==> config.mk <==
export PLATFORM = sky130hd
export DESIGN_NAME = cpu_switch_sequencer_flat
export DESIGN_NICKNAME = d
export VERILOG_FILES = /design/src/rtl/cpu_switch_sequencer_if.sv /design/src/rtl/cpu_switch_sequencer.sv /design/src/flat_wrapper.sv
export SDC_FILE = /design/constraint.sdc
export NUM_CORES = 1
export LEC_CHECK = 0
export BUFFER_PORTS_ARGS = -buffer_cell sky130_fd_sc_hd__buf_2
export CORE_UTILIZATION = 52
export DETAILED_ROUTE_END_ITERATION = 12
export PLACE_DENSITY = 0.74
export SETUP_SLACK_MARGIN = 0.5
export SLEW_MARGIN = 20
export SYNTH_ARGS = -nofsm -noshare
export SYNTH_HDL_FRONTEND = slang
export SYNTH_SLANG_ARGS = --single-unit
==> constraint.sdc <==
create_clock -name clk -period 2.46 [get_ports clk]
set_clock_uncertainty 0.15 [all_clocks]
set_input_delay 0.246 -clock clk [delete_from_list [all_inputs] [get_ports clk]]
set_output_delay 0.246 -clock clk [all_outputs]
set_load 0.005 [all_outputs]
==> src/rtl/cpu_switch_sequencer_if.sv <==
// Signal bundle between the S1990 register file, the two T80a cores and the
// slot-bus hand-over sequencer.
interface cpu_switch_sequencer_if;
    logic sel_r800;
    logic step_execute_en;
    logic step_execute;
    logic n_z80_m1;
    logic n_r800_m1;
    logic n_z80_busack;
    logic n_r800_busack;
    logic n_z80_busrq;
    logic n_r800_busrq;
    logic processor_mode;
    logic busy;
    logic timeout_err;

    // The register file and the cores drive requests and core status.
    modport master (
        output sel_r800, step_execute_en, step_execute,
        output n_z80_m1, n_r800_m1, n_z80_busack, n_r800_busack,
        input  n_z80_busrq, n_r800_busrq, processor_mode, busy, timeout_err
    );

    // The sequencer owns the bus-request pins and the mode steering.
    modport slave (
        input  sel_r800, step_execute_en, step_execute,
        input  n_z80_m1, n_r800_m1, n_z80_busack, n_r800_busack,
        output n_z80_busrq, n_r800_busrq, processor_mode, busy, timeout_err
    );
endinterface

==> src/rtl/cpu_switch_sequencer.sv <==
// Hands the MSX slot bus between the Z80 and R800 cores via BUSRQ_n/BUSAK_n and
// provides single-step execution (one M1 cycle per step pulse) for debug.
module cpu_switch_sequencer #(
    parameter int TIMEOUT = 255
) (
    input  logic                         clk,
    input  logic                         RESET_n,
    cpu_switch_sequencer_if.slave        bus
);

    localparam logic [7:0] TIMEOUT_C = 8'(TIMEOUT);

    typedef enum logic [2:0] {
        ST_RUN       = 3'd0,
        ST_HOLD      = 3'd1,
        ST_SWAP      = 3'd2,
        ST_RELEASE   = 3'd3,
        ST_STEP_IDLE = 3'd4,
        ST_STEP_RUN  = 3'd5
    } state_t;

    state_t     state_q;
    logic       purpose_swap_q;
    logic       want_q;
    logic       mode_q;
    logic       z80_rq_q;
    logic       r800_rq_q;
    logic       busy_q;
    logic       err_q;
    logic       err_sel_q;
    logic       err_en_q;
    logic       z80_ack_q;
    logic       r800_ack_q;
    logic       z80_m1_q;
    logic       r800_m1_q;
    logic       act_m1_prev_q;
    logic [7:0] cnt_q;
    logic [7:0] cnt_d;

    logic want_s;
    logic act_ack_s;
    logic act_m1_s;
    logic m1_fall_s;
    logic changed_s;
    logic retry_ok_s;
    logic timeout_s;

    // BUSRQ_n pair {z80, r800}: the inactive core is always held; the active
    // core is released only when act_free is set.
    function automatic logic [1:0] busrq_f(input logic mode, input logic act_free);
        logic [1:0] rq;
        if (mode) begin
            rq = {act_free, 1'b0};
        end else begin
            rq = {1'b0, act_free};
        end
        return rq;
    endfunction

    // Active-core views of the registered pins and request bookkeeping.
    always_comb begin
        want_s     = ~bus.sel_r800;
        act_ack_s  = mode_q ? z80_ack_q : r800_ack_q;
        act_m1_s   = mode_q ? z80_m1_q : r800_m1_q;
        m1_fall_s  = act_m1_prev_q & ~act_m1_s;
        cnt_d      = cnt_q + 8'd1;
        timeout_s  = (cnt_d == TIMEOUT_C);
        // After a timeout, requests stay blocked until the host changes a request input.
        changed_s  = (bus.sel_r800 != err_sel_q) | (bus.step_execute_en != err_en_q);
        retry_ok_s = ~err_q | changed_s;
    end

    // Input registers, hand-over / single-step FSM and its registered outputs.
    always_ff @(posedge clk or negedge RESET_n) begin
        if (!RESET_n) begin
            state_q        <= ST_RUN;
            purpose_swap_q <= 1'b0;
            want_q         <= 1'b1;
            mode_q         <= 1'b1;
            z80_rq_q       <= 1'b1;
            r800_rq_q      <= 1'b0;
            busy_q         <= 1'b0;
            err_q          <= 1'b0;
            err_sel_q      <= 1'b0;
            err_en_q       <= 1'b0;
            z80_ack_q      <= 1'b1;
            r800_ack_q     <= 1'b1;
            z80_m1_q       <= 1'b1;
            r800_m1_q      <= 1'b1;
            act_m1_prev_q  <= 1'b1;
            cnt_q          <= 8'd0;
        end else begin
            z80_ack_q     <= bus.n_z80_busack;
            r800_ack_q    <= bus.n_r800_busack;
            z80_m1_q      <= bus.n_z80_m1;
            r800_m1_q     <= bus.n_r800_m1;
            act_m1_prev_q <= act_m1_s;

            case (state_q)
                ST_RUN: begin
                    if (retry_ok_s && (want_s != mode_q)) begin
                        state_q                <= ST_HOLD;
                        purpose_swap_q         <= 1'b1;
                        want_q                 <= want_s;
                        cnt_q                  <= 8'd0;
                        err_q                  <= 1'b0;
                        busy_q                 <= 1'b1;
                        {z80_rq_q, r800_rq_q}  <= busrq_f(mode_q, 1'b0);
                    end else if (retry_ok_s && bus.step_execute_en) begin
                        state_q                <= ST_HOLD;
                        purpose_swap_q         <= 1'b0;
                        cnt_q                  <= 8'd0;
                        err_q                  <= 1'b0;
                        busy_q                 <= 1'b1;
                        {z80_rq_q, r800_rq_q}  <= busrq_f(mode_q, 1'b0);
                    end else begin
                        state_q                <= ST_RUN;
                        err_q                  <= err_q & ~changed_s;
                        busy_q                 <= 1'b0;
                        {z80_rq_q, r800_rq_q}  <= busrq_f(mode_q, 1'b1);
                    end
                end

                ST_HOLD: begin
                    if (!act_ack_s) begin
                        cnt_q <= 8'd0;
                        if (purpose_swap_q) begin
                            state_q               <= ST_SWAP;
                            busy_q                <= 1'b1;
                            {z80_rq_q, r800_rq_q} <= 2'b00;
                        end else begin
                            state_q               <= ST_STEP_IDLE;
                            busy_q                <= 1'b0;
                            {z80_rq_q, r800_rq_q} <= busrq_f(mode_q, 1'b0);
                        end
                    end else if (timeout_s) begin
                        state_q               <= ST_RUN;
                        err_q                 <= 1'b1;
                        err_sel_q             <= bus.sel_r800;
                        err_en_q              <= bus.step_execute_en;
                        busy_q                <= 1'b0;
                        {z80_rq_q, r800_rq_q} <= busrq_f(mode_q, 1'b1);
                    end else begin
                        cnt_q <= cnt_d;
                    end
                end

                // Mode flips on the same edge the incoming core is released,
                // so the two BUSRQ_n pins are never high together.
                ST_SWAP: begin
                    state_q               <= ST_RELEASE;
                    mode_q                <= want_q;
                    cnt_q                 <= 8'd0;
                    busy_q                <= 1'b1;
                    {z80_rq_q, r800_rq_q} <= busrq_f(want_q, 1'b1);
                end

                ST_RELEASE: begin
                    if (act_ack_s) begin
                        state_q <= ST_RUN;
                        busy_q  <= 1'b0;
                    end else if (timeout_s) begin
                        state_q   <= ST_RUN;
                        err_q     <= 1'b1;
                        err_sel_q <= bus.sel_r800;
                        err_en_q  <= bus.step_execute_en;
                        busy_q    <= 1'b0;
                    end else begin
                        cnt_q <= cnt_d;
                    end
                end

                ST_STEP_IDLE: begin
                    if (want_s != mode_q) begin
                        state_q               <= ST_SWAP;
                        want_q                <= want_s;
                        busy_q                <= 1'b1;
                        {z80_rq_q, r800_rq_q} <= 2'b00;
                    end else if (bus.step_execute) begin
                        state_q               <= ST_STEP_RUN;
                        busy_q                <= 1'b1;
                        {z80_rq_q, r800_rq_q} <= busrq_f(mode_q, 1'b1);
                    end else if (!bus.step_execute_en) begin
                        state_q               <= ST_RUN;
                        busy_q                <= 1'b0;
                        {z80_rq_q, r800_rq_q} <= busrq_f(mode_q, 1'b1);
                    end else begin
                        state_q <= ST_STEP_IDLE;
                    end
                end

                // Re-request the bus as soon as the first opcode fetch is seen;
                // the core finishes that instruction before acknowledging.
                ST_STEP_RUN: begin
                    if (m1_fall_s) begin
                        state_q               <= ST_HOLD;
                        purpose_swap_q        <= 1'b0;
                        cnt_q                 <= 8'd0;
                        busy_q                <= 1'b1;
                        {z80_rq_q, r800_rq_q} <= busrq_f(mode_q, 1'b0);
                    end else begin
                        state_q <= ST_STEP_RUN;
                    end
                end

                default: begin
                    state_q               <= ST_RUN;
                    cnt_q                 <= 8'd0;
                    busy_q                <= 1'b0;
                    {z80_rq_q, r800_rq_q} <= busrq_f(mode_q, 1'b1);
                end
            endcase
        end
    end

    assign bus.n_z80_busrq    = z80_rq_q;
    assign bus.n_r800_busrq   = r800_rq_q;
    assign bus.processor_mode = mode_q;
    assign bus.busy           = busy_q;
    assign bus.timeout_err    = err_q;

endmodule

==> src/flat_wrapper.sv <==
// flat-port wrapper written by rule: the top's interface ports become plain ports
module cpu_switch_sequencer_flat 
#(
    parameter int TIMEOUT = 255
)
  (clk, RESET_n, bus_sel_r800, bus_step_execute_en, bus_step_execute, bus_n_z80_m1, bus_n_r800_m1, bus_n_z80_busack, bus_n_r800_busack, bus_n_z80_busrq, bus_n_r800_busrq, bus_processor_mode, bus_busy, bus_timeout_err);
  cpu_switch_sequencer_if bus_i ();
  input  logic clk;
  input  logic RESET_n;
  input wire logic [$bits(bus_i.sel_r800)-1:0] bus_sel_r800;
  input wire logic [$bits(bus_i.step_execute_en)-1:0] bus_step_execute_en;
  input wire logic [$bits(bus_i.step_execute)-1:0] bus_step_execute;
  input wire logic [$bits(bus_i.n_z80_m1)-1:0] bus_n_z80_m1;
  input wire logic [$bits(bus_i.n_r800_m1)-1:0] bus_n_r800_m1;
  input wire logic [$bits(bus_i.n_z80_busack)-1:0] bus_n_z80_busack;
  input wire logic [$bits(bus_i.n_r800_busack)-1:0] bus_n_r800_busack;
  output wire logic [$bits(bus_i.n_z80_busrq)-1:0] bus_n_z80_busrq;
  output wire logic [$bits(bus_i.n_r800_busrq)-1:0] bus_n_r800_busrq;
  output wire logic [$bits(bus_i.processor_mode)-1:0] bus_processor_mode;
  output wire logic [$bits(bus_i.busy)-1:0] bus_busy;
  output wire logic [$bits(bus_i.timeout_err)-1:0] bus_timeout_err;
  assign bus_i.sel_r800 = bus_sel_r800;
  assign bus_i.step_execute_en = bus_step_execute_en;
  assign bus_i.step_execute = bus_step_execute;
  assign bus_i.n_z80_m1 = bus_n_z80_m1;
  assign bus_i.n_r800_m1 = bus_n_r800_m1;
  assign bus_i.n_z80_busack = bus_n_z80_busack;
  assign bus_i.n_r800_busack = bus_n_r800_busack;
  assign bus_n_z80_busrq = bus_i.n_z80_busrq;
  assign bus_n_r800_busrq = bus_i.n_r800_busrq;
  assign bus_processor_mode = bus_i.processor_mode;
  assign bus_busy = bus_i.busy;
  assign bus_timeout_err = bus_i.timeout_err;
  cpu_switch_sequencer #(.TIMEOUT(TIMEOUT)) u_core (.clk(clk), .RESET_n(RESET_n), .bus(bus_i));
endmodule
==> impl_metrics.env <==
export IMPL_fin_cells=241
export IMPL_maxCapViolCount=0
export IMPL_netlist_area_um2=1526
export IMPL_outcome="finished, final reports clean"
export IMPL_endpoint_kind="flip-flop"
export IMPL_post_route_cell_area_um2=2131
export IMPL_setup_viol=0
export IMPL_grt_pass1_wl_um=6775
export IMPL_arrival_ps=2250
export IMPL_cts_tree="yes"
export IMPL_start_util_pct=55.35
export IMPL_clockRootBuffer="clkbuf_4"
export IMPL_synth_distinct_cells=46
export IMPL_powerDensity_nw_per_um2=1040
export IMPL_die_area_um2=3156
export IMPL_die_w_um=56.18
export IMPL_worstSetupStartpointType="flip-flop"
export IMPL_worst_slew_pin_slew_ps=552.8
export IMPL_setup_tns_ps=0
export IMPL_grt_max_degree=26
export IMPL_dr_pass1_iters=4
export IMPL_worstPathRequired_ps=2520
export IMPL_slew_violations=0
export IMPL_die_h_um=56.18
export IMPL_syn_to_final_growth_pct=39.59
export IMPL_place_gp_congestion=0.9161
export IMPL_antenna_found_initial=0
export IMPL_ctsLongestPathBuffers=2
export IMPL_placedCellCount=203
export IMPL_critPathMaxFanout=5
export IMPL_synth_edf_count=0
export IMPL_rows=19
export IMPL_grt_pass1_vias=1402
export IMPL_leakage_nw=0.8898
export IMPL_cts_sinks=25
export IMPL_fin_crit_sh_pct=88.80
export IMPL_hold_viol_final=0
export IMPL_fmaxAchievable_mhz=457.8
export IMPL_overflow=0
export IMPL_wire_per_inst_um=18.53
export IMPL_syn_area_per_cell_um2=9.251
export IMPL_rsz0062_at_grt="true"
export IMPL_routed_wl_um=4466
export IMPL_fin_nets=224
export IMPL_antenna_left=0
export IMPL_route_detailed_drc=0
export IMPL_ys_seq_elements=25
export IMPL_ys_seq_area_share_pct=41.64
export IMPL_fin_crit_ps=2184
export IMPL_drive_gt1_share_pct=49.05
export IMPL_placed_area_um2=1622
export IMPL_hp_class="input pin to flip-flop"
export IMPL_drtIter0Drc=71
export IMPL_synthFlopType="dfrtp_1"
export IMPL_htreeDepth=1
export IMPL_finish_utilization_pct=77.27
export IMPL_crit_type="flip-flop to flip-flop"
export IMPL_synth_top_area_cell="dfrtp_1"
export IMPL_timing_slew_headroom_pct=63.15
export IMPL_antenna_cells=0
export IMPL_dp_hpwl_um=2368
export IMPL_synth_top_cell_area_share_pct=27.87
export IMPL_viasPerCell=6.324
export IMPL_num_vias=1524
export IMPL_ios=14
export IMPL_synthArstFlopShare_pct=100.0
export IMPL_syn_nets=178
export IMPL_yosysWarnings=0
export IMPL_path_clk_slew_ps=140
export IMPL_io_buffers=13
export IMPL_numCtsBuffers=3
export IMPL_synth_area_top_cells="dfrtp_1, dfstp_2, o21ai_0, nand2_1, nand3_1"
export IMPL_clk_latency_ps=320
export IMPL_core_area_um2=2758
export IMPL_syn_inst=165
export IMPL_hold_ws_ps=32.83
export IMPL_irDropWorstVdd_v=0.0007545
export IMPL_grt_usage_pct=28.05
==> cell families after synthesis <==
family / synth area share, %
muxes: 5.000
and+or+nand+nor: 23.77
adders and majority gates: 3.279
DFF: 41.64
AOI/OAI and AO/OA: 19.51
buffers and inverters: 5.082
xor gates and xnor gates: 1.722
==> placed cells by master (no fill, tap or decap), drive strengths merged, types with 3 or more instances in the layout <==
master / instances
nor2: 12
mux2: 4
clkbuf: 4
nand2: 17
o21ai: 21
nand3: 11
dfrtp: 17
dfstp: 8
o31ai: 4
nor3: 3
inv: 7
nor2b: 3
a31oi: 5
nand4: 3
a21oi: 4
buf: 42
dlygate4sd3: 5
ha: 4
nand2b: 4
and3: 4
==> synthesized netlist by cell type (2+ instances only) <==
cell	count
o21ai_1	3
clkbuf_1	3
xnor2_1	2
a21o_1	2
dfstp_2	8
nor3_1	3
nand3_1	11
nor3b_1	2
nor2b_1	3
and3_1	4
a21oi_1	4
ha_1	4
o211ai_1	2
nand2_1	16
inv_1	7
nand4_1	2
a31oi_1	5
dfrtp_1	17
clkbuf_8	2
nand2b_1	4
a311oi_1	2
o21ai_0	17
nor2_1	12
or3_1	2
mux2_4	3
o31ai_1	4
mux2i_1	2
==> path summary, 6_finish.rpt <==
check | depth (start not counted) | slack, ps | startpoint | to
max | 9 | 280 | u_core.bus.processor_mode | u_core.cnt_q[7]
min | 2 | 30 | bus_sel_r800 | u_core.want_q
max reg2reg | 9 | 280 | u_core.bus.processor_mode | u_core.cnt_q[7]
min reg2reg | 2 | 350 | u_core.want_q | u_core.want_q
max in group asynchronous | 2 | 1480 | RESET_n | u_core.state_q[2]
min in group asynchronous | 2 | 280 | RESET_n | u_core.bus.n_r800_busrq
==> per-stage QoR <==
stage | total power (W) | setup slack, ps
floorplan | 0.001375 | 350.6
global placement | 0.001476 | 197.9
detailed placement | 0.001506 | 155.5
CTS | 0.001990 | 312.0
global route | 0.002341 | 213.0
finish | 0.002217 | 275.5
==> repair_timing <==
item	in CTS	in global routing
hold buffers	5	0
pin swaps	21	13
endpoints found under the setup margin	18	19
buffers inserted	19	9
gates cloned	1	0
hold endpoints to repair	21	0
gates resized for setup	37	16
==> routing by layer <==
layer	wire length, um	part of all wire (%)	up-vias	global-route usage [%]
li1	-	-	698	-
met1	1850	41	726	36.99
met2	2148	48	80	44.22
met3	268	6.0	20	5.116
met4	199	4.5	0	14.29
met5	0	0	-	0
==> flip-flops by register name, summed over array words and instances (netlist names) <==
register,flops
u_core.cnt_q,8
u_core.state_q,3
u_core.act_m1_prev_q,1
u_core.bus.busy,1
u_core.bus.n_r800_busrq,1
u_core.bus.n_z80_busrq,1
u_core.bus.processor_mode,1
u_core.bus.timeout_err,1
u_core.err_en_q,1
u_core.err_sel_q,1
u_core.purpose_swap_q,1
u_core.r800_ack_q,1
u_core.r800_m1_q,1
u_core.want_q,1
u_core.z80_ack_q,1
u_core.z80_m1_q,1
==> worst max-delay path, cell delays in order (launching register included) <==
cell and delay [ps]:
dfstp_2 650, inv_4 60, ha_4 280, nor2_2 40, a31oi_2 200, a2bb2oi_2 250, buf_4 170, o21ai_4 60
o21ai_1 140, o31ai_1 90
==> area by class of cell <==
| type | count | area (um2) |
|---|---|---|
| Multi-Input combinational cell | 127 | 1051 |
| Tap cell | 31 | 38.79 |
| Clock buffer | 4 | 26.28 |
| Inverter | 7 | 28.78 |
| Timing Repair Buffer | 47 | 340.3 |
| Sequential cell | 25 | 645.6 |
| Fill cell | 189 | 626.9 |
==> where the power goes <==
group / internal, W / leakage (nW) / switching [W]
clock: 0.0000635 / 0.0150 / 0.000126
sequential: 0.000537 / 0.292 / 0.000198
combinational: 0.000615 / 0.583 / 0.000678
Power figures use the tool's default switching activity.
